File: config.mk
export PLATFORM = sky130hd
export DESIGN_NAME = dm_store_arbiter
export DESIGN_NICKNAME = d
export VERILOG_FILES = /design/src/rtl/dm_store_arbiter.sv
export SDC_FILE = /design/constraint.sdc
export NUM_CORES = 1
export LEC_CHECK = 0
export BUFFER_PORTS_ARGS = -buffer_cell sky130_fd_sc_hd__buf_4
export CORE_ASPECT_RATIO = 1.25
export CORE_MARGIN = 5
export CORE_UTILIZATION = 35
export DETAILED_ROUTE_END_ITERATION = 10
export PLACE_DENSITY_LB_ADDON = 0.08
export SYNTH_ARGS = -nofsm -noshare
export SYNTH_HDL_FRONTEND = slang
export SYNTH_SLANG_ARGS = --single-unit
File: constraint.sdc
create_clock -name clk -period 2.85 [get_ports clk]
set_input_delay 0.285 -clock clk [delete_from_list [all_inputs] [get_ports clk]]
set_output_delay 0.285 -clock clk [all_outputs]
set_load 0.005 [all_outputs]
File: src/rtl/dm_store_arbiter.sv
// -----------------------------------------------------------------------------
// dm_store_arbiter
//
// Purpose:
//   Arbiter for the data-memory byte-write port. CPU stores are queued in a
//   DEPTH-entry FIFO. A DMA/debug master requests the port directly. A
//   round-robin arbiter loads one registered write slot, and that slot drives
//   the memory. The block also reports:
//     - whether any CPU store is still pending (drain flag), and
//     - whether a pending CPU store hits the word of the load in MEM
//       (read-after-write hazard flag).
//
// Ports:
//   clk, reset            rising-edge clock; asynchronous active-low reset
//   cpu_valid/addr/wdata/be, cpu_ready
//                         CPU store handshake. be==0 is acknowledged but dropped.
//   dma_valid/addr/wdata/be, dma_ready
//                         DMA request, held until dma_ready. dma_ready is a
//                         one-cycle pulse in the cycle the request is taken.
//   mem_addr/wdata/be, mem_ready
//                         Write slot toward memory. mem_addr is word aligned.
//                         mem_be is 0 while the slot is empty.
//   raw_addr, raw_hit     Load address in MEM and the combinational overlap flag.
//   cpu_drained           No CPU store is left in the FIFO or in the slot.
// -----------------------------------------------------------------------------
module dm_store_arbiter #(
   parameter int DEPTH = 2,
   parameter int AW    = 32
) (
   input  logic          clk,
   input  logic          reset,
   input  logic          cpu_valid,
   input  logic [AW-1:0] cpu_addr,
   input  logic [31:0]   cpu_wdata,
   input  logic [3:0]    cpu_be,
   output logic          cpu_ready,
   input  logic          dma_valid,
   input  logic [AW-1:0] dma_addr,
   input  logic [31:0]   dma_wdata,
   input  logic [3:0]    dma_be,
   output logic          dma_ready,
   output logic [AW-1:0] mem_addr,
   output logic [31:0]   mem_wdata,
   output logic [3:0]    mem_be,
   input  logic          mem_ready,
   input  logic [AW-1:0] raw_addr,
   output logic          raw_hit,
   output logic          cpu_drained
);

   localparam int            PW       = (DEPTH > 1) ? $clog2(DEPTH) : 1;
   localparam int            CW       = PW + 1;
   localparam int            WAW      = AW - 2;
   localparam logic [CW-1:0] FULL_CNT = CW'(DEPTH);

   // Source tag carried by the slot; also the encoding of rr_last.
   localparam logic SRC_CPU = 1'b0;
   localparam logic SRC_DMA = 1'b1;

   typedef enum logic {
      ST_IDLE = 1'b0,
      ST_HOLD = 1'b1
   } state_t;

   // FIFO storage holds word addresses only; the byte offset is never needed.
   logic [WAW-1:0]   fifo_addr_q [DEPTH];
   logic [WAW-1:0]   fifo_addr_d [DEPTH];
   logic [31:0]      fifo_data_q [DEPTH];
   logic [31:0]      fifo_data_d [DEPTH];
   logic [3:0]       fifo_be_q   [DEPTH];
   logic [3:0]       fifo_be_d   [DEPTH];
   logic [DEPTH-1:0] fifo_vld_q;
   logic [DEPTH-1:0] fifo_vld_d;
   logic [PW-1:0]    wr_ptr_q;
   logic [PW-1:0]    wr_ptr_d;
   logic [PW-1:0]    rd_ptr_q;
   logic [PW-1:0]    rd_ptr_d;
   logic [CW-1:0]    count_q;
   logic [CW-1:0]    count_d;

   state_t           state_q;
   state_t           state_d;
   logic             slot_tag_q;
   logic             slot_tag_d;
   logic [WAW-1:0]   slot_addr_q;
   logic [WAW-1:0]   slot_addr_d;
   logic [31:0]      slot_data_q;
   logic [31:0]      slot_data_d;
   logic [3:0]       slot_be_q;
   logic [3:0]       slot_be_d;
   logic             rr_last_q;
   logic             rr_last_d;

   logic             cpu_cand;
   logic             dma_cand;
   logic             can_load;
   logic             grant_dma;
   logic             load;
   logic             pop;
   logic             push;
   logic             hit;

   // Byte offsets never matter for word-granular writes or hazard detection.
   logic             unused_offsets;
   assign unused_offsets = ^{cpu_addr[1:0], dma_addr[1:0], raw_addr[1:0]};

   // --------------------------------------------------------------------------
   // Arbitration, FIFO and slot next-state
   // --------------------------------------------------------------------------
   always_comb begin
      fifo_addr_d = fifo_addr_q;
      fifo_data_d = fifo_data_q;
      fifo_be_d   = fifo_be_q;
      fifo_vld_d  = fifo_vld_q;
      wr_ptr_d    = wr_ptr_q;
      rd_ptr_d    = rd_ptr_q;
      count_d     = count_q;
      state_d     = state_q;
      slot_tag_d  = slot_tag_q;
      slot_addr_d = slot_addr_q;
      slot_data_d = slot_data_q;
      slot_be_d   = slot_be_q;
      rr_last_d   = rr_last_q;

      // Ready looks only at the registered count: a pop in the same cycle
      // does not free room for a push while the FIFO is full.
      cpu_ready = (count_q != FULL_CNT);

      cpu_cand  = (count_q != '0);
      dma_cand  = dma_valid & (dma_be != 4'b0000);
      can_load  = (state_q == ST_IDLE) | mem_ready;

      // With both sides requesting, the side that did not win last time goes.
      if (cpu_cand && dma_cand) begin
         grant_dma = (rr_last_q == SRC_CPU);
      end else begin
         grant_dma = dma_cand;
      end

      load = can_load & (cpu_cand | dma_cand);
      pop  = load & ~grant_dma;
      push = cpu_valid & cpu_ready & (cpu_be != 4'b0000);

      // A DMA request with no enables is simply acknowledged, but only in a
      // cycle where the slot could have accepted a write. Held low in reset.
      dma_ready = reset & can_load & dma_valid &
                  ((dma_be == 4'b0000) | (load & grant_dma));

      // The pop reads the old head before any push lands. A push and a pop
      // never target the same entry because pushes stop when full.
      if (pop) begin
         fifo_vld_d[rd_ptr_q] = 1'b0;
         rd_ptr_d             = rd_ptr_q + PW'(1);
      end
      if (push) begin
         fifo_vld_d[wr_ptr_q]  = 1'b1;
         fifo_addr_d[wr_ptr_q] = cpu_addr[AW-1:2];
         fifo_data_d[wr_ptr_q] = cpu_wdata;
         fifo_be_d[wr_ptr_q]   = cpu_be;
         wr_ptr_d              = wr_ptr_q + PW'(1);
      end
      count_d = count_q + CW'(push) - CW'(pop);

      // Slot FSM: a load always wins over a plain retire.
      if (load) begin
         state_d    = ST_HOLD;
         slot_tag_d = grant_dma ? SRC_DMA : SRC_CPU;
         rr_last_d  = grant_dma ? SRC_DMA : SRC_CPU;
         if (grant_dma) begin
            slot_addr_d = dma_addr[AW-1:2];
            slot_data_d = dma_wdata;
            slot_be_d   = dma_be;
         end else begin
            slot_addr_d = fifo_addr_q[rd_ptr_q];
            slot_data_d = fifo_data_q[rd_ptr_q];
            slot_be_d   = fifo_be_q[rd_ptr_q];
         end
      end else if ((state_q == ST_HOLD) && mem_ready) begin
         state_d = ST_IDLE;
      end
   end

   // --------------------------------------------------------------------------
   // Hazard and drain flags
   // --------------------------------------------------------------------------
   always_comb begin
      hit = 1'b0;
      for (int i = 0; i < DEPTH; i++) begin
         if (fifo_vld_q[i] && (fifo_addr_q[i] == raw_addr[AW-1:2])) begin
            hit = 1'b1;
         end
      end
      // DMA writes are not ordered against CPU loads, so they never stall one.
      if ((state_q == ST_HOLD) && (slot_tag_q == SRC_CPU) &&
          (slot_addr_q == raw_addr[AW-1:2])) begin
         hit = 1'b1;
      end
      raw_hit     = hit;
      cpu_drained = (count_q == '0) &
                    ~((state_q == ST_HOLD) && (slot_tag_q == SRC_CPU));
   end

   // Memory side is driven straight from the slot; the enables gate on state
   // so that reset clears them without waiting for a clock.
   assign mem_addr  = {slot_addr_q, 2'b00};
   assign mem_wdata = slot_data_q;
   assign mem_be    = (state_q == ST_HOLD) ? slot_be_q : 4'b0000;

   // --------------------------------------------------------------------------
   // State registers
   // --------------------------------------------------------------------------
   always_ff @(posedge clk or negedge reset) begin
      if (!reset) begin
         fifo_addr_q <= '{default: '0};
         fifo_data_q <= '{default: '0};
         fifo_be_q   <= '{default: '0};
         fifo_vld_q  <= '0;
         wr_ptr_q    <= '0;
         rd_ptr_q    <= '0;
         count_q     <= '0;
         state_q     <= ST_IDLE;
         slot_tag_q  <= SRC_CPU;
         slot_addr_q <= '0;
         slot_data_q <= '0;
         slot_be_q   <= '0;
         // Start as if DMA won last, so the CPU takes the first tie.
         rr_last_q   <= SRC_DMA;
      end else begin
         fifo_addr_q <= fifo_addr_d;
         fifo_data_q <= fifo_data_d;
         fifo_be_q   <= fifo_be_d;
         fifo_vld_q  <= fifo_vld_d;
         wr_ptr_q    <= wr_ptr_d;
         rd_ptr_q    <= rd_ptr_d;
         count_q     <= count_d;
         state_q     <= state_d;
         slot_tag_q  <= slot_tag_d;
         slot_addr_q <= slot_addr_d;
         slot_data_q <= slot_data_d;
         slot_be_q   <= slot_be_d;
         rr_last_q   <= rr_last_d;
      end
   end

endmodule
== Word level (Yosys, flattened, before mapping) ==
Cells that the tools add are included.

* Bitwise operators: 23
* $lt $le $gt $ge: 7
* Equal/unequal tests: 4
* Add/subtract/negate cells: 4
* Mux-type cells: 35
* Reduce and logical (&&, ||, !) cells: 15

{| class="wikitable"
|+ Operators with widths
! kind !! count
|-
| $mux 32 || 5
|-
| $mux 30 || 5
|-
| $eq 30x30->1 || 3
|-
| $bwmux 64 || 1
|-
| $bwmux 60 || 1
|-
| $demux 32 s1 || 1
|-
| $demux 30 s1 || 1
|-
| $mux 4 || 6
|-
| $and 1x1->1 || 10
|-
| $logic_and 1x1->1 || 9
|-
| $mux 1 || 9
|-
| $bwmux 8 || 1
|-
| $reduce_bool 4->1 || 2
|-
| $not 1->1 || 5
|-
| $demux 4 s1 || 1
|-
| $ge 2x2->1 const B || 2
|-
| $logic_not 4->1 || 1
|-
| $lt 1x2->1 const B || 2
|-
| $mux 2 || 2
|-
| $not 1->2 || 2
|-
| $reduce_bool 2->1 || 2
|-
| $or 1x1->1 || 3
|-
| $add 1x1->1 const B || 2
|-
| $add 2x1->2 || 1
|-
| other kinds (9) || 11
|}

* Logic and storage cells: 104
* Register bits after elaboration: 207

== Longest topological paths before layout ==
Gate-level depths: netlist (run 1).

* Depth after elaboration: 9
* Mapped depth: 11
* Depth with buffers taken out: 9

== Least setup slack after synthesis (run 1) ==
OpenSTA, ideal clock, no wires.

* Path kind: register to register
* From: reg count_q[1]
* To: reg count_q[1]
* Setup slack: 0.725 ns
* Data arrival time: 2.003 ns
* Clock period less this slack: 2.125 ns
* Cell stages (with the launch flop): 11
* Setup time: 0.123 ns
* Path buffers: 1
* Cell sequence: dfrtp_1 -> nor2_1 -> inv_1 -> a21oi_2 -> clkbuf_1 -> nor2_1 -> ha_1 -> inv_1 -> ha_1 -> xnor2_1 -> xnor2_1

* Word-level cells in the longest chain between the ends: 6
* Elaborated cells on any way between the ends: 12

{| class="wikitable"
|+ Ends and longest elaborated chain
! element !! line !! source
|-
| start, declared || 78 || <nowiki>logic [CW-1:0] count_q;</nowiki>
|-
| start signal, assigned || 235 || <nowiki>count_q <= count_d;</nowiki>
|-
| branches (longest 5 deep; another with $add 2x1->2) || n/a ||
|-
| $sub 2x1->2 * || 162 || <nowiki>count_d = count_q + CW'(push) - CW'(pop);</nowiki>
|-
| via count_d[1] || 79 || <nowiki>logic [CW-1:0] count_d;</nowiki>
|}

Mark *: on every way through the listed nets, which the timed path passes.
A chain may end at the register's enable or synchronous reset.

== Final worst setup path (run 1) ==
* From: reg fifo_addr_q[54] in the netlist's numbering
* To: out raw_hit

* Word-level cells in the longest chain between the ends: 5

{| class="wikitable"
|+ Ends and longest elaborated chain
! element !! line !! source
|-
| start, declared || 66 || <nowiki>logic [WAW-1:0] fifo_addr_q [DEPTH];</nowiki>
|-
| start signal, assigned || 229 || <nowiki>fifo_addr_q <= fifo_addr_d;</nowiki>
|-
| $eq 30x30->1 || 189 || <nowiki>if (fifo_vld_q[i] && (fifo_addr_q[i] == raw_addr[AW-1:2])) begin</nowiki>
|-
| $logic_and 1x1->1 || 189 ||
|-
| $mux 1 (2 in a row) || 189 ||
|-
| $mux 1 || 194 || <nowiki>if ((state_q == ST_HOLD) && (slot_tag_q == SRC_CPU) &&</nowiki>
|-
| end, declared || 47 || <nowiki>output logic raw_hit,</nowiki>
|}

Every way passes these cells.

==> summary.txt, run 1 <==
Status
  • Status: complete, no violations

Worst setup path
  • CP endpoint kind: primary output
  • Critical R2R Capture: mem_wdata[26]$_DFFE_PN0N_
  • Kind of cell adding the most delay to the critical path: simple AND/OR/NAND/NOR gates
  • Length in cells of the worst reg-to-reg path: 5
  • Stages on worst setup path: 6
  • Buf/Inv on CP: 1
  • CP most frequent cell: nand4_1
  • CP Data Required Time: ~2600 ps
  • Slowest CP cell: dfrtp_1
  • CP Cell Sequence: xnor2_1 > nand4_1 > nor4_1 > nand4_1 > nand3_1 > buf_4
  • R2R setup slack: approximately 800 ps
  • Critical path endpoint: raw_hit
  • Setup crit start kind: flip-flop
  • Critical Path Fanout Max: 3
  • CP arrival: 2280 ps
  • Crit path kind: flip-flop to primary output
  • Worst Setup SP: fifo_addr_q[54]$_DFFE_PN0P_
  • Max incr delay on CP: approximately 410 ps
  • FF-to-FF Start: count_q[1]$_DFF_PN0_

Synth
  • Post-synthesis sequential area ratio: 51.6%
  • Primary FF master, synth: dfrtp_1
  • Synth Cell Area: 10000 um2
  • Seq cells post-synth: 207
  • Syn_area_per_cell: 13.4 um2
  • Post-Synthesis Cells: 750
  • Synth cell types: 35
  • Count leader, synth: dfrtp_1
  • Synth area leader: dfrtp_1
  • Top cells by count, synth: dfrtp_1 (206), a221o_1 (66), mux2i_1 (66), nor3_1 (66), mux2_1 (62)
  • Synth area leaders: dfrtp_1 (51%), mux2_1 (7.0%), a221o_1 (6.6%), mux2i_1 (6.6%), mux2_4 (6.0%)
  • Synth top area share: 51.3%
  • Synth warn: 0
  • EDFF count, synth: 0
  • Post-synth ARST share: 100%

Timing
  • Unrepaired setup endpoints after global routing: no
  • Setup TNS: 0 ps
  • Worst-margin pin slew: 922 ps
  • Slew headroom: 38.6%
  • Setup violations, final: 0
  • Final Hold Viols: 0
  • Slew Viols, Final: 0
  • Clk_skew: between 15 and 20 ps
  • Fmax: 0.391 GHz
  • Tmin final: 2560 ps
  • Tcrit/Tclk final: 89.8%
  • Setup WS post-layout: 290 ps

Power
  • Sw power: 0.00496 W
  • Combinational power share: 40.8%
  • Worst VDD drop: 0.491 mV
  • PwrDens: 1030 nW/um2
  • Part of the power in registers: 38.9%
  • Clk pwr share: about 20%
  • Static leakage: 6.36 nW
  • Sw Share: between 30 and 40%
  • Pint: between 0.009 and 0.01 W

CTS
  • Clock buffer count from CTS: 24
  • CTS resizes: 0
  • Clock root buffer master: clkbuf_16
  • Clock Sinks: 207
  • H-Tree Depth: 1
  • Clock buffer depth: 3
  • Worst skew pair latency: 520 ps
  • Post-CTS setup buffers: 0
  • TritonCTS clock tree: done
  • Clock-pin slew of the registers on the worst-case setup and hold paths: 60 ps

Worst hold path
  • Hold Path Class: input pin to flip-flop
  • Min-delay src: cpu_be[0]

Die
  • Initial Util: 35.3%
  • Die area: 32200 um2
  • Die Ht: 199 um
  • Die extent in x: 161 um
  • Top-level port count: 245
  • Core Region: around 28000 um2
  • Row cnt: 69

Placed design
  • Hpwl dp: around 21000 um
  • Buffers added on ports: around 240
  • Final GP Congestion: slightly above 0.8
  • Area after DPL: 12200 um2
  • Place WS: 671 ps

Global routing
  • Initial antenna violation count: 1
  • Tot GR Track Use: between 10% and 20%
  • Vias in the first global route: 8182
  • GRT overflow: 0
  • Largest net degree at the start of global routing: 92
  • First-pass GRT wire length: 47900 um

Finish
  • Inserted Diodes: 0
  • Area Growth Syn to Fin: 40.8%
  • Design Area, Final: 14100 um2
  • Fill count: 2590
  • Nets: 1273
  • Register Area: 5180 um2
  • Layout cell share with drive strength beyond 1: around a third
  • Multi-input logic area: approximately 4600 um2

Routing
  • Vias: 7495
  • Routed Antenna Nets: 0
  • DRT Pass-1 Iters: 4
  • Overall routed net length: 30800 um
  • Average wire per standard cell: roughly 21 um
  • DR DRC count: 0
  • Iter 0 DRT Violations: 352
  • Vias per cell: 5.11

Run
  • Max-cap violations: 0
[routing by layer]
| layer | vias to the layer above | global-route usage, % | wire, um |
|---|---|---|---|
| li1 | 3494 | - | - |
| met1 | 3746 | 23.2 | 12400 |
| met2 | 214 | 33.6 | 15600 |
| met3 | 39 | 4.09 | 2000 |
| met4 | 2 | 5.40 | 768 |
| met5 | - | 0 | 7 |
[layout make-up]
cell class | count | share of cell area [%]
Clock buffer | 37 | 5.10
Sequential cell | 207 | 36.7
Tap cell | 355 | 3.14
Multi-Input combinational cell | 487 | 32.2
Inverter | 3 | 0.0797
Timing Repair Buffer | 375 | 22.6
Clock inverter | 4 | 0.168
[flip-flops by register name, summed over array words and instances (netlist names)]
| name | count |
|---|---|
| rd_ptr_q | 1 |
| count_q | 2 |
| slot_be_q | 4 |
| rr_last_q | 1 |
| slot_addr_q | 30 |
| slot_tag_q | 1 |
| fifo_addr_q | 60 |
| fifo_be_q | 8 |
| fifo_vld_q | 2 |
| state_q | 1 |
| fifo_data_q | 64 |
| mem_wdata | 32 |
| wr_ptr_q | 1 |
[kinds of logic after synthesis]
logic type      count (synthesis)  share of synthesized area (%)
buf+inv                        57                           3.28
other cells                     1                         0.0374
mux                           198                           22.9
compound gates                 74                           7.40
fa+ha+maj                       2                          0.249
xor+xnor                       94                           8.20
flops                         207                           51.6
simple gates                  117                           6.34
[repair_timing]
action / 4_1_cts / 5_1_grt
setup endpoints to repair: 0 / 0
hold buffers: 123 / 0
hold endpoints to repair: 230 / 0
[power groups by stage]
stage / combinational, W / sequential [W] / clock, W
after floorplan: 0.00395 / 0.00534 / 0
after global placement: 0.00584 / 0.00568 / 0
after detailed placement: 0.00592 / 0.00568 / 0
after CTS: 0.00606 / 0.00566 / 0.00306
after global routing: 0.00647 / 0.00587 / 0.00317
final: 0.00594 / 0.00565 / 0.00295
[how the worst min path moves through the flow]
| stage | slack [ps] | end | cells past startpoint |
|---|---|---|---|
| floorplan | -10 | count_q[0]$_DFF_PN0_ | 0 |
| finish | 20 | fifo_be_q[4]$_DFFE_PN0P_ | 2 |
| global placement | 260 | slot_addr_q[9]$_DFFE_PN0N_ | 1 |
| global route | 5 | slot_addr_q[2]$_DFFE_PN0N_ | 2 |
| CTS | 0.03 | fifo_be_q[4]$_DFFE_PN0P_ | 2 |
| detailed placement | 260 | fifo_addr_q[39]$_DFFE_PN0P_ | 1 |
[placed cells by master (no fill, tap or decap), types with 4 or more instances in the layout]
cell           count
buf_4            246
dfrtp_1          205
dlygate4sd3_1    123
mux2i_1           66
nor3_1            66
a221o_1           66
mux2_1            62
xnor2_1           61
mux2_4            40
xor2_1            33
mux2_2            30
clkbuf_16         25
nand4_1           19
nor4_1            13
clkbuf_1           7
clkbuf_8           5
buf_12             5
and2_1             4
[metrics by stage]
step | hold WS, ps | utilization, % | total power [W] | cells
after floorplan | -10.6 | - | 0.00929 | 751
after global placement | 261 | 42.8 | 0.0115 | 1304
after detailed placement | 255 | 42.8 | 0.0116 | 1304
after CTS | 0.0343 | 49.8 | 0.0148 | 1468
after global routing | 4.70 | 49.8 | 0.0155 | 1468
final | 17.5 | 49.8 | 0.0145 | 1468
[worst register-to-register path, cell delays in order, from the launching register on]
cell	delay, ps
dfrtp_1	400
nor2_1	190
inv_1	120
a21oi_4	210
and2_4	790
a221o_1	300
No activity file was read; power rests on OpenSTA's default activity.
==> run 2, diff against run 1 <==
--- a/config.mk
+++ b/config.mk
@@ -5,11 +5,13 @@
 export SDC_FILE = /design/constraint.sdc
 export NUM_CORES = 1
 export LEC_CHECK = 0
-export BUFFER_PORTS_ARGS = -buffer_cell sky130_fd_sc_hd__buf_4
+export BUFFER_PORTS_ARGS = -buffer_cell sky130_fd_sc_hd__buf_2
 export CORE_ASPECT_RATIO = 1.25
 export CORE_MARGIN = 5
 export CORE_UTILIZATION = 35
 export DETAILED_ROUTE_END_ITERATION = 10
+export GPL_ROUTABILITY_DRIVEN = 0
+export HOLD_SLACK_MARGIN = 0.05
 export PLACE_DENSITY_LB_ADDON = 0.08
 export SYNTH_ARGS = -nofsm -noshare
 export SYNTH_HDL_FRONTEND = slang
==> run 2 against run 1 <==
Wire length barely moved. Critical path depth did not move. Count of clock-buffer cells in the layout fell by 2. Clock skew fell by 9.8 ps. Largest power group is now registers. Non-clock buffer count rose by 4. Largest cell class unchanged. Setup slack got worse by 96 ps. Highest routed layer unchanged. Register-to-register slack got worse by 60 ps. Critical path type unchanged.
==> summary.txt, run 2 (synthesis gave the netlist of run 1 again) <==
Worst setup path
  • CP Data Required Time: 2570 ps (about the same)
  • FF-to-FF Start: count_q[1]$_DFF_PN0_ (unchanged)
  • CP arrival: 2370 ps (was 2280 ps)
  • Critical R2R Capture: slot_addr_q[2]$_DFFE_PN0N_ (was mem_wdata[26]$_DFFE_PN0N_)
  • Critical Path Fanout Max: 44 (was 3)
  • CP endpoint kind: primary output (unchanged)
  • Setup crit start kind: flip-flop (unchanged)
  • Length in cells of the worst reg-to-reg path: 5 (unchanged)
  • Crit path kind: flip-flop to primary output (unchanged)
  • R2R setup slack: 720 ps (was 780 ps)

Timing
  • Slew Viols, Final: 0 (unchanged)
  • Clk_skew: 9.41 ps (was 19.2 ps)
  • Slew headroom: 39.6% (was 38.6%)
  • Fmax: 0.376 GHz (was 0.391 GHz)
  • Tcrit/Tclk final: 93.2% (was 89.8%)
  • Setup WS post-layout: 193 ps (was 290 ps)
  • Setup TNS: 0 ps (unchanged)
  • Worst-margin pin slew: 906 ps (was 922 ps)
  • Setup violations, final: 0 (unchanged)
  • Unrepaired setup endpoints after global routing: no (unchanged)
  • Final Hold Viols: 0 (unchanged)
  • Tmin final: 2660 ps (was 2560 ps)

Placed design
  • Place WS: 638 ps (was 671 ps)
  • Hpwl dp: 20700 um (was 21100 um)
  • Buffers added on ports: 236 (unchanged)
  • DP Cell Count: 1303 (was 1304)

CTS
  • Clock buffer depth: 3 (unchanged)
  • Clock Sinks: 207 (unchanged)
  • TritonCTS clock tree: done (unchanged)
  • Worst skew pair latency: 500 ps (was 520 ps)
  • Clock-pin slew of the registers on the worst-case setup and hold paths: 60 ps (about the same)
  • Clock buffer count from CTS: 23 (was 24)
  • Clock root buffer master: clkbuf_16 (unchanged)
  • Post-CTS setup buffers: 0 (unchanged)
  • H-Tree Depth: 1 (unchanged)

Finish
  • Reg with most FFs: fifo_data_q (unchanged)
  • Most common cell after layout, fill and taps aside: buf_2 (was buf_4)
  • Largest register FFs: 64 (unchanged)
  • Nets: 1276 (was 1273)
  • Non-filler instance count after layout: 1471 (was 1468)
  • Finished Core Util: 47.9% (was 49.8%)
  • Layout cell share with drive strength beyond 1: 32.6% (was 32.7%)
  • Fill count: 2592 (was 2590)
  • Area Growth Syn to Fin: 35.5% (was 40.8%)
  • Commonest cells after routing, fill and taps aside: buf_2 (235), dfrtp_1 (205), dlygate4sd3_1 (128) (was buf_4 (246), dfrtp_1 (205), dlygate4sd3_1 (123))

Routing
  • Average wire per standard cell: 20.9 um (was 21.0 um)
  • Vias per cell: 5.10 (was 5.11)
  • Routed Antenna Nets: 0 (unchanged)
  • DR DRC count: 0 (unchanged)
  • Vias: 7503 (was 7495)
  • Overall routed net length: 30800 um (about the same)
  • Iter 0 DRT Violations: 266 (was 352)
  • DRT Pass-1 Iters: 6 (was 4)

Global routing
  • Largest net degree at the start of global routing: 100 (was 92)
  • First-pass GRT wire length: 48100 um (was 47900 um)
  • Tot GR Track Use: 19.0% (was 18.9%)
  • Initial antenna violation count: 2 (was 1)
  • Vias in the first global route: 8344 (was 8182)
  • GRT overflow: 0 (unchanged)

Power
  • Worst VDD drop: 0.462 mV (was 0.491 mV)
  • Static leakage: 6.20 nW (was 6.36 nW)
  • PwrDens: 1050 nW/um2 (was 1030 nW/um2)

Worst hold path
  • Worst Hold End: slot_addr_q[2]$_DFFE_PN0N_ (was fifo_be_q[4]$_DFFE_PN0P_)
  • Cell count of the worst hold path: 2 (unchanged)
  • Min-delay src: dma_addr[4] (was cpu_be[0])
  • Hold Path Class: input pin to flip-flop (unchanged)

Run
  • Max-cap violations: 0 (unchanged)

Die
  • Core Region: 28400 um2 (unchanged)
  • Top-level port count: 245 (unchanged)
  • Initial Util: 35.3% (unchanged)
  • Die area: 32200 um2 (unchanged)
  • Row cnt: 69 (unchanged)
  • Die Ht: 199 um (unchanged)
  • Die extent in x: 161 um (unchanged)

Status
  • Status: complete, no violations (unchanged)
-- run 2: cell count changes in the layout (fill, tap and decap cells not counted) --
cell / change
dlygate4sd3_1: +5
diode_2: +1
buf_2: +235
buf_4: -237
clkbuf_1: -3
buf_12: +1
clkbuf_8: +3
inv_6: -1
bufinv_16: +1
clkbuf_16: -2
-- run 2: worst max-delay path by stage --
stage	start	depth (start not counted)	slack (ps)	to
finish	count_q[1]$_DFF_PN0_	6	190	dma_ready
floorplan	count_q[1]$_DFF_PN0_	10	720	count_q[1]$_DFF_PN0_
detailed placement	dma_be[3]	10	640	count_q[1]$_DFF_PN0_
global placement	dma_be[3]	10	650	count_q[1]$_DFF_PN0_
global route	count_q[1]$_DFF_PN0_	6	5	dma_ready
CTS	count_q[1]$_DFF_PN0_	6	120	dma_ready
-- run 2: area by class of cell --
cell class | count | area (um2) | share of cell area [%]
Clock buffer | 35 | 701 | 5.15
Antenna cell | 1 | 2.50 | 0.0184
Timing Repair Buffer | 379 | 2660 | 19.6
Tap cell | 355 | 444 | 3.26
Sequential cell | 207 | 5180 | 38.1
Multi-Input combinational cell | 487 | 4560 | 33.5
Inverter | 3 | 11.3 | 0.0828
Clock inverter | 4 | 45.0 | 0.331
-- run 2: worst max-delay path, stage by stage, from the launching register on --
cell and delay (ps):
dfrtp_1 410, nor2_1 220, inv_1 130, a21oi_4 210
buf_4 510, o2111a_1 270, buf_2 120
-- run 2: per-stage QoR --
stage | hold WS (ps) | total power, W | area, um2
CTS | 53.6 | 0.0145 | 13600
global placement | 239 | 0.0112 | 11600
finish | 81.2 | 0.0142 | 13600
floorplan | -10.6 | 0.00929 | 10000
global route | 52.5 | 0.0152 | 13600
detailed placement | 235 | 0.0113 | 11600
-- run 2: power breakdown --
part | internal, W | leakage [nW] | total (W) | switching, W
Sequential | 0.00445 | 2.47 | 0.00567 | 0.00122
Combinational | 0.00313 | 3.36 | 0.00560 | 0.00247
Clock | 0.00177 | 0.372 | 0.00296 | 0.00119
Total | 0.00935 | 6.20 | 0.0142 | 0.00488
-- run 2: layer usage --
| layer | wire length, um | up-vias | global-route usage [%] |
|---|---|---|---|
| met2 | 15400 | 205 | 33.7 |
| met1 | 13100 | 3757 | 24.0 |
| met3 | 1540 | 39 | 3.51 |
| met4 | 670 | 4 | 4.84 |
| met5 | 25 | - | 0 |
| li1 | - | 3498 | - |
-- run 2: repair_timing --
action | CTS | global route
endpoints found under the hold margin | 239 | 0
hold buffers | 128 | 0
gates resized for setup | 0 | 0
==> run 3, diff against run 2 <==
--- a/config.mk
+++ b/config.mk
@@ -8,10 +8,10 @@
 export BUFFER_PORTS_ARGS = -buffer_cell sky130_fd_sc_hd__buf_2
 export CORE_ASPECT_RATIO = 1.25
 export CORE_MARGIN = 5
-export CORE_UTILIZATION = 35
+export CORE_UTILIZATION = 54
 export DETAILED_ROUTE_END_ITERATION = 10
 export GPL_ROUTABILITY_DRIVEN = 0
-export HOLD_SLACK_MARGIN = 0.05
+export HOLD_SLACK_MARGIN = 0.08
 export PLACE_DENSITY_LB_ADDON = 0.08
 export SYNTH_ARGS = -nofsm -noshare
 export SYNTH_HDL_FRONTEND = slang
==> constraint.sdc (replaced) <==
create_clock -name clk -period 2.85 [get_ports clk]
set_input_delay 0.285 -clock clk [delete_from_list [all_inputs] [get_ports clk]]
set_output_delay 0.285 -clock clk [all_outputs]
set_load 0.05 [all_outputs]
==> run 3 against run 2 <==
Total power increased by 11%. Utilization increased by 26 points. Count of clock-buffer cells in the layout decreased by 4. Clock power decreased by 3%. Cell count decreased by 8.7%. Setup slack improved by 120 ps. Flip-flop and latch count unchanged.
==> summary.txt, run 3 (synthesis gave the netlist of run 1 again) <==
Worst setup path
  • CP arrival: 2250 ps (was 2370 ps)
  • Setup crit start kind: flip-flop (unchanged)
  • Crit path kind: flip-flop to primary output (unchanged)
  • CP endpoint kind: primary output (unchanged)
  • CP Data Required Time: 2570 ps (about the same)
  • R2R setup slack: 690 ps (was 720 ps)
  • Critical Path Fanout Max: 19 (was 44)

Timing
  • Final Hold Viols: 0 (unchanged)
  • Unrepaired setup endpoints after global routing: no (unchanged)
  • Fmax: 0.394 GHz (was 0.376 GHz)
  • Clk_skew: 13.2 ps (was 9.41 ps)
  • Tmin final: 2540 ps (was 2660 ps)
  • Slew Viols, Final: 0 (unchanged)
  • Setup WS post-layout: 311 ps (was 193 ps)
  • Slew headroom: 54.6% (was 39.6%)
  • Worst-margin pin slew: 681 ps (was 906 ps)
  • Tcrit/Tclk final: 89.1% (was 93.2%)
  • Setup TNS: 0 ps (unchanged)
  • Setup violations, final: 0 (unchanged)

Placed design
  • Hpwl dp: 19100 um (was 20700 um)
  • Place WS: 409 ps (was 638 ps)
  • Buffers added on ports: 236 (unchanged)
  • DP Cell Count: 1174 (was 1303)
  • Area after DPL: 11400 um2 (was 11600 um2)

Power
  • PwrDens: 1180 nW/um2 (was 1050 nW/um2)
  • Sw Share: 41.4% (was 34.3%)
  • Clk pwr share: 18.2% (was 20.8%)
  • Part of the power in registers: 35.8% (was 39.8%)
  • Static leakage: 6.19 nW (was 6.20 nW)
  • Pint: 0.00929 W (was 0.00935 W)
  • Worst VDD drop: 1.10 mV (was 0.462 mV)
  • Combinational power share: 46.1% (was 39.4%)
  • Sw power: 0.00657 W (was 0.00488 W)
  • Final Power: 0.0159 W (was 0.0142 W)

CTS
  • Clock-pin slew of the registers on the worst-case setup and hold paths: 60 ps (about the same)
  • Worst skew pair latency: 500 ps (about the same)
  • Clock Sinks: 207 (unchanged)
  • Clock buffer depth: 3 (unchanged)
  • TritonCTS clock tree: done (unchanged)
  • Clock buffer count from CTS: 22 (was 23)
  • H-Tree Depth: 1 (unchanged)
  • Clock root buffer master: clkbuf_16 (unchanged)

Die
  • Die area: 21400 um2 (was 32200 um2)
  • Row cnt: 55 (was 69)
  • Initial Util: 55.3% (was 35.3%)
  • Core Region: 18200 um2 (was 28400 um2)
  • Die extent in x: 132 um (was 161 um)
  • Die Ht: 162 um (was 199 um)
  • Top-level port count: 245 (unchanged)

Finish
  • Nets: 1276 (unchanged)
  • Reg with most FFs: fifo_data_q (unchanged)
  • Layout cell share with drive strength beyond 1: 32.2% (was 32.6%)
  • Most common cell after layout, fill and taps aside: buf_2 (unchanged)
  • Non-filler instance count after layout: 1343 (was 1471)
  • Largest register FFs: 64 (unchanged)
  • Fill count: 1234 (was 2592)
  • Commonest cells after routing, fill and taps aside: buf_2 (235), dfrtp_1 (205), dlygate4sd3_1 (131) (was buf_2 (235), dfrtp_1 (205), dlygate4sd3_1 (128))
  • Inserted Diodes: 0 (was 1)
  • Design Area, Final: 13400 um2 (was 13600 um2)
  • Area Growth Syn to Fin: 33.8% (was 35.5%)

Global routing
  • Vias in the first global route: 8517 (was 8344)
  • GRT overflow: 0 (unchanged)
  • First-pass GRT wire length: 46200 um (was 48100 um)
  • Initial antenna violation count: 1 (was 2)
  • Tot GR Track Use: 26.6% (was 19.0%)
  • Largest net degree at the start of global routing: 117 (was 100)

Routing
  • Routed Antenna Nets: 0 (unchanged)
  • Overall routed net length: 29000 um (was 30800 um)
  • Vias: 7785 (was 7503)
  • DRT Pass-1 Iters: 5 (was 6)
  • Vias per cell: 5.80 (was 5.10)
  • DR DRC count: 0 (unchanged)
  • Iter 0 DRT Violations: 400 (was 266)
  • Average wire per standard cell: 21.6 um (was 20.9 um)

Status
  • Status: complete, no violations (unchanged)

Worst hold path
  • Hold Path Class: input pin to flip-flop (unchanged)

Run
  • Max-cap violations: 0 (unchanged)
run 3: cell count changes in the layout (fill, tap and decap cells not counted), sizes merged:
cell and delta:
buf -3, bufinv +1, clkbuf -3, clkinv +2, diode -1, dlygate4sd3 +3
run 3: worst max-delay path, cell delays in order (launching register included):
cell and delay (ps):
dfrtp_1 420, nor2_1 230, inv_1 130, a21oi_4 210, buf_4 290, o2111a_1 220
buf_2 270
run 3: timing repair:
| item | CTS | global route |
|---|---|---|
| endpoints found under the hold margin | 240 | 0 |
| setup buffers | 0 | 0 |
| hold buffers | 131 | 0 |
| gates resized for setup | 0 | 0 |
run 3: layout make-up:
type                            count  area [um2]  share of cell area (%)
Clock inverter                      7        96.3                   0.717
Inverter                            3        11.3                  0.0838
Tap cell                          228         285                    2.12
Multi-Input combinational cell    487        4560                    33.9
Timing Repair Buffer              380        2670                    19.9
Clock buffer                       31         626                    4.66
Sequential cell                   207        5180                    38.6
run 3: power by group through the flow:
stage,clock (W),combinational (W),sequential [W]
finish,0.00288,0.00731,0.00567
global route,0.00304,0.00777,0.00587
CTS,0.00293,0.00734,0.00565
detailed placement,0,0.00716,0.00568
global placement,0,0.00701,0.00557
floorplan,0,0.00409,0.00680
run 3: path summary, 6_finish.rpt:
check,from,to,cells past startpoint
min in group asynchronous,reset,slot_addr_q[7]$_DFFE_PN0N_,2
max reg2reg,count_q[1]$_DFF_PN0_,count_q[1]$_DFF_PN0_,9
max in group asynchronous,reset,fifo_data_q[1]$_DFFE_PN0P_,3
min,dma_be[1],slot_be_q[1]$_DFFE_PN0N_,2
min reg2reg,slot_tag_q$_DFFE_PN0N_,slot_tag_q$_DFFE_PN0N_,1
max,count_q[1]$_DFF_PN0_,dma_ready,6
run 3: layer usage:
metal | vias up | GRT usage (%) | routed length [um]
met2 | 273 | 47.7 | 15200
met4 | 2 | 9.49 | 941
met5 | - | 0 | 7
li1 | 3497 | - | -
met3 | 53 | 5.01 | 1660
met1 | 3960 | 31.8 | 11200
run 3: stage by stage:
step / hold slack [ps] / utilization (%)
3_5_place_dp: 259 / 62.7
2_1_floorplan: -10.6 / -
6_report: 120 / 73.9
3_3_place_gp: 249 / 62.7
5_1_grt: 110 / 73.9
4_1_cts: 94.2 / 73.9
